$ cat config.mk
export PLATFORM = sky130hd
export DESIGN_NAME = time_set_controller
export DESIGN_NICKNAME = d
export VERILOG_FILES = /design/src/rtl/time_pkg.sv /design/src/rtl/btn_repeat.sv /design/src/rtl/time_set_controller.sv
export SDC_FILE = /design/constraint.sdc
export NUM_CORES = 1
export LEC_CHECK = 0
export CORE_AREA = 2 2 83 85
export DETAILED_ROUTE_END_ITERATION = 10
export DIE_AREA = 0 0 85 87
export PLACE_DENSITY = 0.75
export SLEW_MARGIN = 30
export SYNTH_ARGS = -nofsm -noshare
export SYNTH_HDL_FRONTEND = slang
export SYNTH_SLANG_ARGS = --single-unit
$ cat constraint.sdc
create_clock -name clk -period 3.1 [get_ports clk]
set_input_delay 0.93 -clock clk [delete_from_list [all_inputs] [get_ports clk]]
set_output_delay 0.93 -clock clk [all_outputs]
set_load 0.01 [all_outputs]
$ cat src/rtl/time_pkg.sv
// Shared constants, encodings and payload type for the time-set editor.
package time_pkg;

    localparam int unsigned VAL_W = 8;

    localparam logic [VAL_W-1:0] HOUR_MAX = VAL_W'(23);
    localparam logic [VAL_W-1:0] MIN_MAX  = VAL_W'(59);
    localparam logic [VAL_W-1:0] SEC_MAX  = VAL_W'(59);

    typedef enum logic [1:0] {
        FIELD_HOUR = 2'd0,
        FIELD_MIN  = 2'd1,
        FIELD_SEC  = 2'd2,
        FIELD_NONE = 2'd3
    } field_e;

    typedef enum logic [2:0] {
        S_IDLE      = 3'd0,
        S_EDIT_HOUR = 3'd1,
        S_EDIT_MIN  = 3'd2,
        S_EDIT_SEC  = 3'd3,
        S_COMMIT    = 3'd4
    } state_e;

    typedef struct packed {
        logic [VAL_W-1:0] hour;
        logic [VAL_W-1:0] min;
        logic [VAL_W-1:0] sec;
    } hms_t;

    // Preload helper: a value above its field maximum loads as zero.
    function automatic logic [VAL_W-1:0] preload_clamp(input logic [VAL_W-1:0] v,
                                                       input logic [VAL_W-1:0] max);
        return (v > max) ? '0 : v;
    endfunction

endpackage

$ cat src/rtl/btn_repeat.sv
// Edge detector plus hold-to-repeat generator for one level button.
module btn_repeat #(
    parameter int unsigned REPEAT_DELAY = 4,
    parameter int unsigned REPEAT_RATE  = 2
) (
    input  logic clk,
    input  logic reset,
    input  logic btn,
    input  logic clr,
    output logic press_c,
    output logic step_c
);
    localparam int unsigned CNT_W = $clog2(REPEAT_DELAY + 1);

    logic             btn_q, btn_d;
    logic             armed_q, armed_d;
    logic [CNT_W-1:0] cnt_q, cnt_d;
    logic             rep_c;

    // Press/repeat decode; after a repeat the counter rewinds so the next
    // step lands REPEAT_RATE cycles later. clr disarms until a fresh press.
    always_comb begin
        btn_d   = btn;
        armed_d = armed_q;
        cnt_d   = cnt_q;
        press_c = btn & ~btn_q;
        rep_c   = armed_q & btn & ~press_c & (cnt_q == CNT_W'(REPEAT_DELAY - 1));
        if (clr || !btn) begin
            armed_d = 1'b0;
            cnt_d   = '0;
        end else if (press_c) begin
            armed_d = 1'b1;
            cnt_d   = '0;
        end else if (rep_c) begin
            cnt_d = CNT_W'(REPEAT_DELAY - REPEAT_RATE);
        end else if (armed_q) begin
            cnt_d = cnt_q + CNT_W'(1);
        end
        step_c = press_c | rep_c;
    end

    // Button history and repeat counter registers.
    always_ff @(posedge clk or posedge reset) begin
        if (reset) begin
            btn_q   <= 1'b0;
            armed_q <= 1'b0;
            cnt_q   <= '0;
        end else begin
            btn_q   <= btn_d;
            armed_q <= armed_d;
            cnt_q   <= cnt_d;
        end
    end

endmodule

$ cat src/rtl/time_set_controller.sv
// Button-driven hour/min/sec editor issuing set_time / set_alarm commits.
module time_set_controller
    import time_pkg::*;
#(
    parameter int unsigned REPEAT_DELAY = 4,
    parameter int unsigned REPEAT_RATE  = 2,
    parameter int unsigned TIMEOUT      = 30
) (
    input  logic       clk,
    input  logic       reset,
    input  logic       btn_mode,
    input  logic       btn_inc,
    input  logic       btn_dec,
    input  logic       btn_ok,
    input  logic       target_alarm,
    input  logic [7:0] cur_hour,
    input  logic [7:0] cur_min,
    input  logic [7:0] cur_sec,
    output logic [7:0] set_hour,
    output logic [7:0] set_min,
    output logic [7:0] set_sec,
    output logic       set_time,
    output logic       set_alarm,
    output logic       editing,
    output logic [1:0] edit_field,
    output logic       blink
);
    localparam int unsigned TO_W = $clog2(TIMEOUT + 1);

    state_e          state_q, state_d;
    hms_t            val_q, val_d;
    logic            tgt_q, tgt_d;
    logic            mode_hist_q, mode_hist_d;
    logic            ok_hist_q, ok_hist_d;
    logic [TO_W-1:0] to_q, to_d;
    logic            set_time_q, set_time_d;
    logic            set_alarm_q, set_alarm_d;
    logic            editing_q, editing_d;
    field_e          field_q, field_d;
    logic            blink_q, blink_d;

    logic             press_mode_c, press_ok_c;
    logic             inc_press_c, dec_press_c, inc_step_c, dec_step_c;
    logic             in_edit_c, rep_clr_c, up_c, dn_c;
    logic [VAL_W-1:0] fld_val_c, fld_max_c;

    btn_repeat #(
        .REPEAT_DELAY(REPEAT_DELAY),
        .REPEAT_RATE (REPEAT_RATE)
    ) u_inc (
        .clk    (clk),
        .reset  (reset),
        .btn    (btn_inc),
        .clr    (rep_clr_c),
        .press_c(inc_press_c),
        .step_c (inc_step_c)
    );

    btn_repeat #(
        .REPEAT_DELAY(REPEAT_DELAY),
        .REPEAT_RATE (REPEAT_RATE)
    ) u_dec (
        .clk    (clk),
        .reset  (reset),
        .btn    (btn_dec),
        .clr    (rep_clr_c),
        .press_c(dec_press_c),
        .step_c (dec_step_c)
    );

    // Press qualifiers; a step only counts while the opposite button is released.
    always_comb begin
        press_mode_c = btn_mode & ~mode_hist_q;
        press_ok_c   = btn_ok & ~ok_hist_q;
        in_edit_c    = (state_q == S_EDIT_HOUR) || (state_q == S_EDIT_MIN) ||
                       (state_q == S_EDIT_SEC);
        rep_clr_c    = ~in_edit_c | press_mode_c | press_ok_c;
        up_c         = inc_step_c & ~btn_dec;
        dn_c         = dec_step_c & ~btn_inc;
    end

    // Next state, edited values, idle timeout and registered outputs.
    always_comb begin
        state_d     = state_q;
        val_d       = val_q;
        tgt_d       = tgt_q;
        to_d        = to_q;
        mode_hist_d = btn_mode;
        ok_hist_d   = btn_ok;
        fld_val_c   = '0;
        fld_max_c   = HOUR_MAX;

        case (state_q)
            S_IDLE: begin
                if (press_mode_c) begin
                    tgt_d      = target_alarm;
                    val_d.hour = preload_clamp(cur_hour, HOUR_MAX);
                    val_d.min  = preload_clamp(cur_min, MIN_MAX);
                    val_d.sec  = preload_clamp(cur_sec, SEC_MAX);
                    to_d       = '0;
                    state_d    = S_EDIT_HOUR;
                end
            end
            S_EDIT_HOUR, S_EDIT_MIN, S_EDIT_SEC: begin
                if (press_ok_c) begin
                    to_d    = '0;
                    state_d = S_COMMIT;
                end else if (press_mode_c) begin
                    to_d = '0;
                    case (state_q)
                        S_EDIT_HOUR: state_d = S_EDIT_MIN;
                        S_EDIT_MIN:  state_d = S_EDIT_SEC;
                        default:     state_d = S_EDIT_HOUR;
                    endcase
                end else begin
                    case (state_q)
                        S_EDIT_HOUR: begin fld_val_c = val_q.hour; fld_max_c = HOUR_MAX; end
                        S_EDIT_MIN:  begin fld_val_c = val_q.min;  fld_max_c = MIN_MAX;  end
                        default:     begin fld_val_c = val_q.sec;  fld_max_c = SEC_MAX;  end
                    endcase
                    if (up_c) begin
                        fld_val_c = (fld_val_c == fld_max_c) ? '0 : fld_val_c + VAL_W'(1);
                    end else if (dn_c) begin
                        fld_val_c = (fld_val_c == '0) ? fld_max_c : fld_val_c - VAL_W'(1);
                    end
                    case (state_q)
                        S_EDIT_HOUR: val_d.hour = fld_val_c;
                        S_EDIT_MIN:  val_d.min  = fld_val_c;
                        default:     val_d.sec  = fld_val_c;
                    endcase
                    if (inc_press_c || dec_press_c || up_c || dn_c) begin
                        to_d = '0;
                    end else if (to_q == TO_W'(TIMEOUT - 1)) begin
                        to_d    = '0;
                        state_d = S_IDLE;
                    end else begin
                        to_d = to_q + TO_W'(1);
                    end
                end
            end
            S_COMMIT: state_d = S_IDLE;
            default:  state_d = S_IDLE;
        endcase

        set_time_d  = (state_q == S_COMMIT) & ~tgt_q;
        set_alarm_d = (state_q == S_COMMIT) & tgt_q;
        editing_d   = (state_d == S_EDIT_HOUR) || (state_d == S_EDIT_MIN) ||
                      (state_d == S_EDIT_SEC);
        case (state_d)
            S_EDIT_HOUR: field_d = FIELD_HOUR;
            S_EDIT_MIN:  field_d = FIELD_MIN;
            S_EDIT_SEC:  field_d = FIELD_SEC;
            default:     field_d = FIELD_NONE;
        endcase
        blink_d = editing_d & ~blink_q;
    end

    // State register and output flops.
    always_ff @(posedge clk or posedge reset) begin
        if (reset) begin
            state_q     <= S_IDLE;
            val_q       <= '0;
            tgt_q       <= 1'b0;
            mode_hist_q <= 1'b0;
            ok_hist_q   <= 1'b0;
            to_q        <= '0;
            set_time_q  <= 1'b0;
            set_alarm_q <= 1'b0;
            editing_q   <= 1'b0;
            field_q     <= FIELD_NONE;
            blink_q     <= 1'b0;
        end else begin
            state_q     <= state_d;
            val_q       <= val_d;
            tgt_q       <= tgt_d;
            mode_hist_q <= mode_hist_d;
            ok_hist_q   <= ok_hist_d;
            to_q        <= to_d;
            set_time_q  <= set_time_d;
            set_alarm_q <= set_alarm_d;
            editing_q   <= editing_d;
            field_q     <= field_d;
            blink_q     <= blink_d;
        end
    end

    assign set_hour   = val_q.hour;
    assign set_min    = val_q.min;
    assign set_sec    = val_q.sec;
    assign set_time   = set_time_q;
    assign set_alarm  = set_alarm_q;
    assign editing    = editing_q;
    assign edit_field = field_q;
    assign blink      = blink_q;

endmodule

==> results.toml, run 1 <==
[synthesis]
synthArstFlopShare = 1.000
syn-num-nets = 434
yosysWarnings = 0
syn_area_per_cell_sq_um = 8.550
synth_enable_flop_cells = 0
ys_seq_elements = 51
sequential_cell_area_fraction_in_the_yosys_report = 0.3777
synth.lib_cells_used.distinct = 70
synth.cell_area_sq_um = 3386
syn_inst = 396
yosys_most_used_dff = "sky130_fd_sc_hd__dfrtp_1"

[route]
drt-initial-drc-count = 235
wire_per_inst_um = 17.91
ant_nets = 0
number_of_detailed_route_iterations_in_the_first_pass = 7
vias = 3526
drc_errors = 0
wirelength_um = 10010
via_per_inst = 6.308

[clocking]
cts.sinks = 51
numCtsBuffers = 5
hold_buffers = 0
clkTransAtPathRegs_ns = 0.10
worst_skew_pair.late_latency_ns = 0.31
cts_post_setup_buffers_inserted = 0
cts_tree = "done"
postCtsResizedCells = 0
h-tree-depth = 2
cell_at_the_root_of_the_clock_tree = "sky130_fd_sc_hd__clkbuf_8"
max-clock-path-buffers = 2

[status]
outcome = "complete, no violations"

[sta]
timing.final.hold_violations = 0
finalSetupViolations = 0
worst_slew_margin_rel = 0.4366
grt_setup_unrepaired = "false"
layout_min_cycle_time_ns = 2.955
skew_ns = 0.004893
final.period_utilization = 0.9533
timing_worst_slew_pin_value_ns = 0.8420
achievable-frequency_mhz = 338.4
finalSetupTns_ns = 0
final_max_slew_viol_count = 0

[setup_path]
critPathSlowestCell = "sky130_fd_sc_hd__dfrtp_1"
timing.critical_path.slowest_cell_delay_ns = 0.50
crit_arrival_ns = 3.13
worst_r2r_path_depth = 8
worstReg2RegStart = "state_q[0]"
path_common_cell = "sky130_fd_sc_hd__a31oi_1"
worstSetupEndpointType = "flop"
critical-path-top-delay-family = "compound AO/OA/AOI/OAI gates"
cp-start-kind = "flop"
worst_setup_path_type = "flop to flop"
endpoint_of_the_worst_register_to_register_path = "set_hour[3]"
cp_max_fo = 29
crit_path_cell_trace = "buf_4 > nor2_1 > a22o_1 > a221o_1 > nor3_2 > a31oi_1 > a221oi_2 > a31oi_1"
critical_path.n_buffers_inverters = 1
worst_ep_required_time_ns = 3.28
regToRegSetupSlack_ns = 0.14
cp_num_cells = 8

[grt]
grt_max_degree = 30
grt_overflow_total = 0
gr_util_all_layers = 0.2775
vias_in_the_first_global_route = 3266
global_route_wire_length_before_repair_um = 16170
number_of_antenna_violations_at_the_first_check_in_global_routing = 0

[floorplanning]
floorplan.die_area_sq_um = 7395
io-pin-count = 61
floorplan.initialDensity = 0.5154
core.rowCount = 30
dieWidth_um = 85
die_h_um = 87
core_area_sq_um = 6569

[pwr]
leakagePower_nw = 1.742
vdd.ir_drop.worst_mv = 0.4574
share_clk_of_total_power = 0.105
powerDensity_nw_per_um2 = 866.5
seq_power_share = 0.305
netSwitchingFraction = 0.4504
combinationalPowerShare = 0.590
switchingPower_mw = 1.686
p_int_mw = 2.058

[cells_and_area]
final_core_util = 0.6577
area_of_combinational_cells_with_multiple_inputs_sq_um = 1936
fillCellCount = 569
nNetsFinal = 516
area_growth_syn_to_layout_pct = 27.61
layout.cells.non_filler = 559
fraction_of_layout_cells_with_a_size_suffix_above_1 = 0.1315
register_area_sq_um = 1279
antennaDiodeCount = 0

[run]
drv_cap = 0

[min_path]
whs_path_depth = 1
hold_class = "flop to flop"
hold_path.startpoint = "blink"
holdPathEnd = "blink"

[place]
dpl.cell_count = 551
gp_congestion = 0.9336
numPortBuffers = 60
detailedPlacementHpwl_um = 7776
[flip-flops by register name (all words and copies together) (netlist names), 2 cells and up]
name and cells:
to_q 5, u_inc.cnt_q 3, state_q 3, u_dec.cnt_q 3
set_hour 8, set_min 8, set_sec 8, edit_field 2
[cells by family (layout without fill, tap and decap cells)]
group / Yosys count / count (layout) / share of synthesized area
buffers and inverters: 31 / 114 / 0.05211
DFF: 51 / 51 / 0.3777
adders and majority gates: 7 / 7 / 0.02587
and+or+nand+nor: 175 / 175 / 0.2602
muxes: 4 / 4 / 0.01367
AOI/OAI and AO/OA: 124 / 124 / 0.2602
xor gates and xnor gates: 4 / 4 / 0.01035
[power groups by stage]
stage	logic [mW]	clock network [mW]	registers (mW)
final	2.21	0.391	1.14
after detailed placement	2.18	0	1.15
after global routing	2.39	0.426	1.17
after CTS	2.19	0.400	1.14
after floorplan	1.26	0	1.14
after global placement	2.16	0	1.14
[cell usage after synthesis (4+ instances only)]
master | number | area, sq um
sky130_fd_sc_hd__inv_1 | 13 | 48.80
sky130_fd_sc_hd__o21ai_0 | 19 | 95.09
sky130_fd_sc_hd__nor4_1 | 5 | 31.28
sky130_fd_sc_hd__o22ai_1 | 7 | 43.79
sky130_fd_sc_hd__a211oi_1 | 8 | 60.06
sky130_fd_sc_hd__buf_6 | 5 | 56.30
sky130_fd_sc_hd__ha_1 | 7 | 87.58
sky130_fd_sc_hd__buf_4 | 4 | 30.03
sky130_fd_sc_hd__dfrtp_1 | 49 | 1226
sky130_fd_sc_hd__buf_2 | 6 | 30.03
sky130_fd_sc_hd__a31oi_1 | 26 | 162.7
sky130_fd_sc_hd__nand3_1 | 13 | 65.06
sky130_fd_sc_hd__nor2b_1 | 8 | 50.05
sky130_fd_sc_hd__nand3b_1 | 6 | 45.04
sky130_fd_sc_hd__nand4_1 | 5 | 31.28
sky130_fd_sc_hd__nand2_1 | 52 | 195.2
sky130_fd_sc_hd__a21oi_1 | 22 | 110.1
sky130_fd_sc_hd__nand2b_1 | 9 | 56.30
sky130_fd_sc_hd__nor3_1 | 13 | 65.06
sky130_fd_sc_hd__nor2_1 | 41 | 153.9
sky130_fd_sc_hd__a211o_1 | 4 | 35.03
[worst reg2reg max path: cells and delay by family (launching register included)]
family / cells / cell delay, ns
and+or+nand+nor: 2 / 0.48
AOI/OAI and AO/OA: 5 / 1.48
DFF: 1 / 0.50
buffers and inverters: 1 / 0.35
[metal layers]
| layer | share of wire | track usage |
|---|---|---|
| met4 | 0.026 | 0.1039 |
| met2 | 0.50 | 0.4865 |
| met1 | 0.41 | 0.3448 |
| met5 | 0 | 0 |
| met3 | 0.061 | 0.04455 |
[layout make-up]
cell class	instances	area share
multi-input combinational	314	0.4480
sequential	51	0.2960
timing repair buffer	92	0.2004
tap	80	0.02317
clock buffer	5	0.01593
inverter	14	0.01216
clock inverter	3	0.004344
[layout by cell type (no fill, tap or decap), types with 6 or more instances in the layout]
master                            count
sky130_fd_sc_hd__nor2b_1              8
sky130_fd_sc_hd__a31oi_1             26
sky130_fd_sc_hd__a21oi_1             22
sky130_fd_sc_hd__nand3_1             13
sky130_fd_sc_hd__a211oi_1             7
sky130_fd_sc_hd__nand2b_1             9
sky130_fd_sc_hd__nand2_1             52
sky130_fd_sc_hd__o22ai_1              7
sky130_fd_sc_hd__ha_1                 7
sky130_fd_sc_hd__dfrtp_1             49
sky130_fd_sc_hd__nor2_1              41
sky130_fd_sc_hd__clkdlybuf4s50_1     60
sky130_fd_sc_hd__o21ai_0             19
sky130_fd_sc_hd__nand3b_1             6
sky130_fd_sc_hd__buf_4               30
sky130_fd_sc_hd__inv_1               12
sky130_fd_sc_hd__nor3_1              13
[how the worst max path moves through the flow]
stage / endpoint / slack [ns] / startpoint
detailed placement: set_hour[6] / 0.04 / btn_dec
global route: set_hour[3] / 0.09 / state_q[0]
floorplan: set_hour[3] / 0.38 / state_q[0]
CTS: set_sec[3] / 0.23 / state_q[0]
global placement: set_sec[4] / 0.11 / btn_dec
finish: set_hour[3] / 0.14 / state_q[0]
[through the flow]
stage	hold slack [ns]	worst slack (ns)	power, mW	area [sq um]
2_1_floorplan	0.4118	0.3758	2.401	3386
3_3_place_gp	0.4258	0.1077	3.304	4233
3_5_place_dp	0.4413	0.04046	3.327	4233
4_1_cts	0.4547	0.2256	3.728	4320
5_1_grt	0.4876	0.08738	3.988	4320
6_report	0.4483	0.1448	3.744	4320
Note: power is estimated with default switching activity, not from simulation.
==> inputs of run 2 (changes only) <==
--- a/config.mk
+++ b/config.mk
@@ -8,6 +8,7 @@
 export CORE_AREA = 2 2 83 85
 export DETAILED_ROUTE_END_ITERATION = 10
 export DIE_AREA = 0 0 85 87
+export MAX_ROUTING_LAYER = met4
 export PLACE_DENSITY = 0.75
 export SLEW_MARGIN = 30
 export SYNTH_ARGS = -nofsm -noshare
==> run 2 against run 1 <==
Critical path depth stayed put. Sequential share of layout area fell by 0.12 points. Clock skew grew 0.0067 ns. Clock power fell by 1%. Global-route usage rose by 1.9 points. First-iteration DRC count is 28% lower. Register-to-register slack improved by 0.14 ns. Worst hold slack gained 0.0011 ns. Sequential power about the same. Critical endpoint unchanged. Largest cell class unchanged. Largest power group unchanged. Highest routed layer unchanged.
==> results.toml, run 2 (synthesized netlist as in run 1, its figures left out) <==
[run]
drv_cap = 0

[setup_path]
crit_path_cell_trace = "buf_12 > nor2b_1 > a32o_1 > a221o_1 > nor3_2 > a31oi_1 > a221oi_2 > a31oi_1"
timing.critical_path.slowest_cell_delay_ns = 0.49
worstSetupEndpointType = "flop"
path_common_cell = "sky130_fd_sc_hd__a31oi_1"
cp-start-kind = "flop"
critPathSlowestCell = "sky130_fd_sc_hd__dfrtp_1"
crit_arrival_ns = 2.99
critical-path-top-delay-family = "compound AO/OA/AOI/OAI gates"
critical_path.n_buffers_inverters = 1
worst_setup_path_type = "flop to flop"
cp_max_fo = 29
worst_ep_required_time_ns = 3.28

[clocking]
cts_post_setup_buffers_inserted = 0
cell_at_the_root_of_the_clock_tree = "sky130_fd_sc_hd__clkbuf_8"
cts.sinks = 51
numCtsBuffers = 5
clkTransAtPathRegs_ns = 0.10
cts_tree = "done"
worst_skew_pair.late_latency_ns = 0.31
hold_buffers = 0
h-tree-depth = 2
postCtsResizedCells = 0
max-clock-path-buffers = 2

[grt]
gr_util_all_layers = 0.2963
vias_in_the_first_global_route = 3275
global_route_wire_length_before_repair_um = 16840
grt_max_degree = 30
grt_overflow_total = 0
number_of_antenna_violations_at_the_first_check_in_global_routing = 0

[floorplanning]
die_h_um = 87
core.rowCount = 30
floorplan.die_area_sq_um = 7395
floorplan.initialDensity = 0.5154
core_area_sq_um = 6569
dieWidth_um = 85
io-pin-count = 61

[pwr]
vdd.ir_drop.worst_mv = 0.5342
p_int_mw = 2.072
netSwitchingFraction = 0.4502
switchingPower_mw = 1.696
seq_power_share = 0.304
combinationalPowerShare = 0.594
leakagePower_nw = 1.744
share_clk_of_total_power = 0.102
report.power.total_mw = 3.768
powerDensity_nw_per_um2 = 868.6

[sta]
skew_ns = 0.01164
timing.final.ws_setup_ns = 0.2892
grt_setup_unrepaired = "false"
hold-worst-slack_ns = 0.4493
timing.final.hold_violations = 0
worst_slew_margin_rel = 0.4081
final_max_slew_viol_count = 0
timing_worst_slew_pin_value_ns = 0.8847
finalSetupTns_ns = 0
layout_min_cycle_time_ns = 2.811
finalSetupViolations = 0
final.period_utilization = 0.9067
achievable-frequency_mhz = 355.8

[place]
numPortBuffers = 60
detailedPlacementHpwl_um = 7715
place_worst_setup_slack_ns = 0.03949
dpl.cell_count = 550
postPlaceCellArea_sq_um = 4250
gp_congestion = 0.9006

[cells_and_area]
nNetsFinal = 515
final_common_cell = "sky130_fd_sc_hd__clkdlybuf4s50_1"
layout.cells.non_filler = 558
antennaDiodeCount = 0
final_core_util = 0.6604
finalInstanceArea_sq_um = 4338
fillCellCount = 577
fraction_of_layout_cells_with_a_size_suffix_above_1 = 0.1297
area_growth_syn_to_layout_pct = 28.12
most_frequent_cells_in_the_layout = "60 x sky130_fd_sc_hd__clkdlybuf4s50_1, 52 x sky130_fd_sc_hd__nand2_1, 49 x sky130_fd_sc_hd__dfrtp_1"

[min_path]
hold_class = "flop to flop"

[route]
drt-initial-drc-count = 169
via_per_inst = 6.210
drc_errors = 0
number_of_detailed_route_iterations_in_the_first_pass = 5
vias = 3465
ant_nets = 0
wire_per_inst_um = 18.15
wirelength_um = 10130

[status]
outcome = "complete, no violations"
-- run 2: path summary, 6_finish.rpt --
| check | startpoint | end | slack (ns) | cells past startpoint |
|---|---|---|---|---|
| min in group asynchronous | reset | set_min[6] | 1.03 | 2 |
| max in group asynchronous | reset | set_sec[3] | 1.51 | 3 |
| min reg2reg | blink | blink | 0.45 | 1 |
| min | blink | blink | 0.45 | 1 |
| max | state_q[0] | set_hour[3] | 0.29 | 8 |
| max reg2reg | state_q[0] | set_hour[3] | 0.29 | 8 |
-- run 2: metal layers --
| metal | vias up | part of all wire | GRT usage |
|---|---|---|---|
| met5 | - | 0 | - |
| met2 | 112 | 0.49 | 0.4922 |
| met1 | 1694 | 0.44 | 0.3894 |
| li1 | 1642 | - | - |
| met4 | 0 | 0.016 | 0.06926 |
| met3 | 17 | 0.049 | 0.03697 |
-- run 2: power by group through the flow --
stage / clock network [mW] / logic, mW / registers, mW
detailed placement: 0 / 2.20 / 1.15
finish: 0.386 / 2.24 / 1.14
floorplan: 0 / 1.26 / 1.14
global placement: 0 / 2.19 / 1.14
CTS: 0.397 / 2.21 / 1.14
global route: 0.422 / 2.43 / 1.18
-- run 2: worst reg2reg max path, cell delays in order, from the launching register on --
cell and delay [ns]:
sky130_fd_sc_hd__dfrtp_1 0.49, sky130_fd_sc_hd__buf_12 0.21, sky130_fd_sc_hd__nor2b_1 0.17, sky130_fd_sc_hd__a32o_1 0.31, sky130_fd_sc_hd__a221o_1 0.38, sky130_fd_sc_hd__nor3_2 0.35, sky130_fd_sc_hd__a31oi_1 0.26, sky130_fd_sc_hd__a221oi_2 0.38
sky130_fd_sc_hd__a31oi_1 0.13
-- run 2: final cells by class --
class | count | area (sq um) | share of cell area
Sequential cell | 51 | 1279 | 0.2948
Multi-Input combinational cell | 314 | 1936 | 0.4462
Clock buffer | 5 | 68.82 | 0.01586
Tap cell | 80 | 100.1 | 0.02307
Clock inverter | 3 | 18.77 | 0.004327
Inverter | 14 | 52.55 | 0.01211
Timing Repair Buffer | 91 | 883.3 | 0.2036
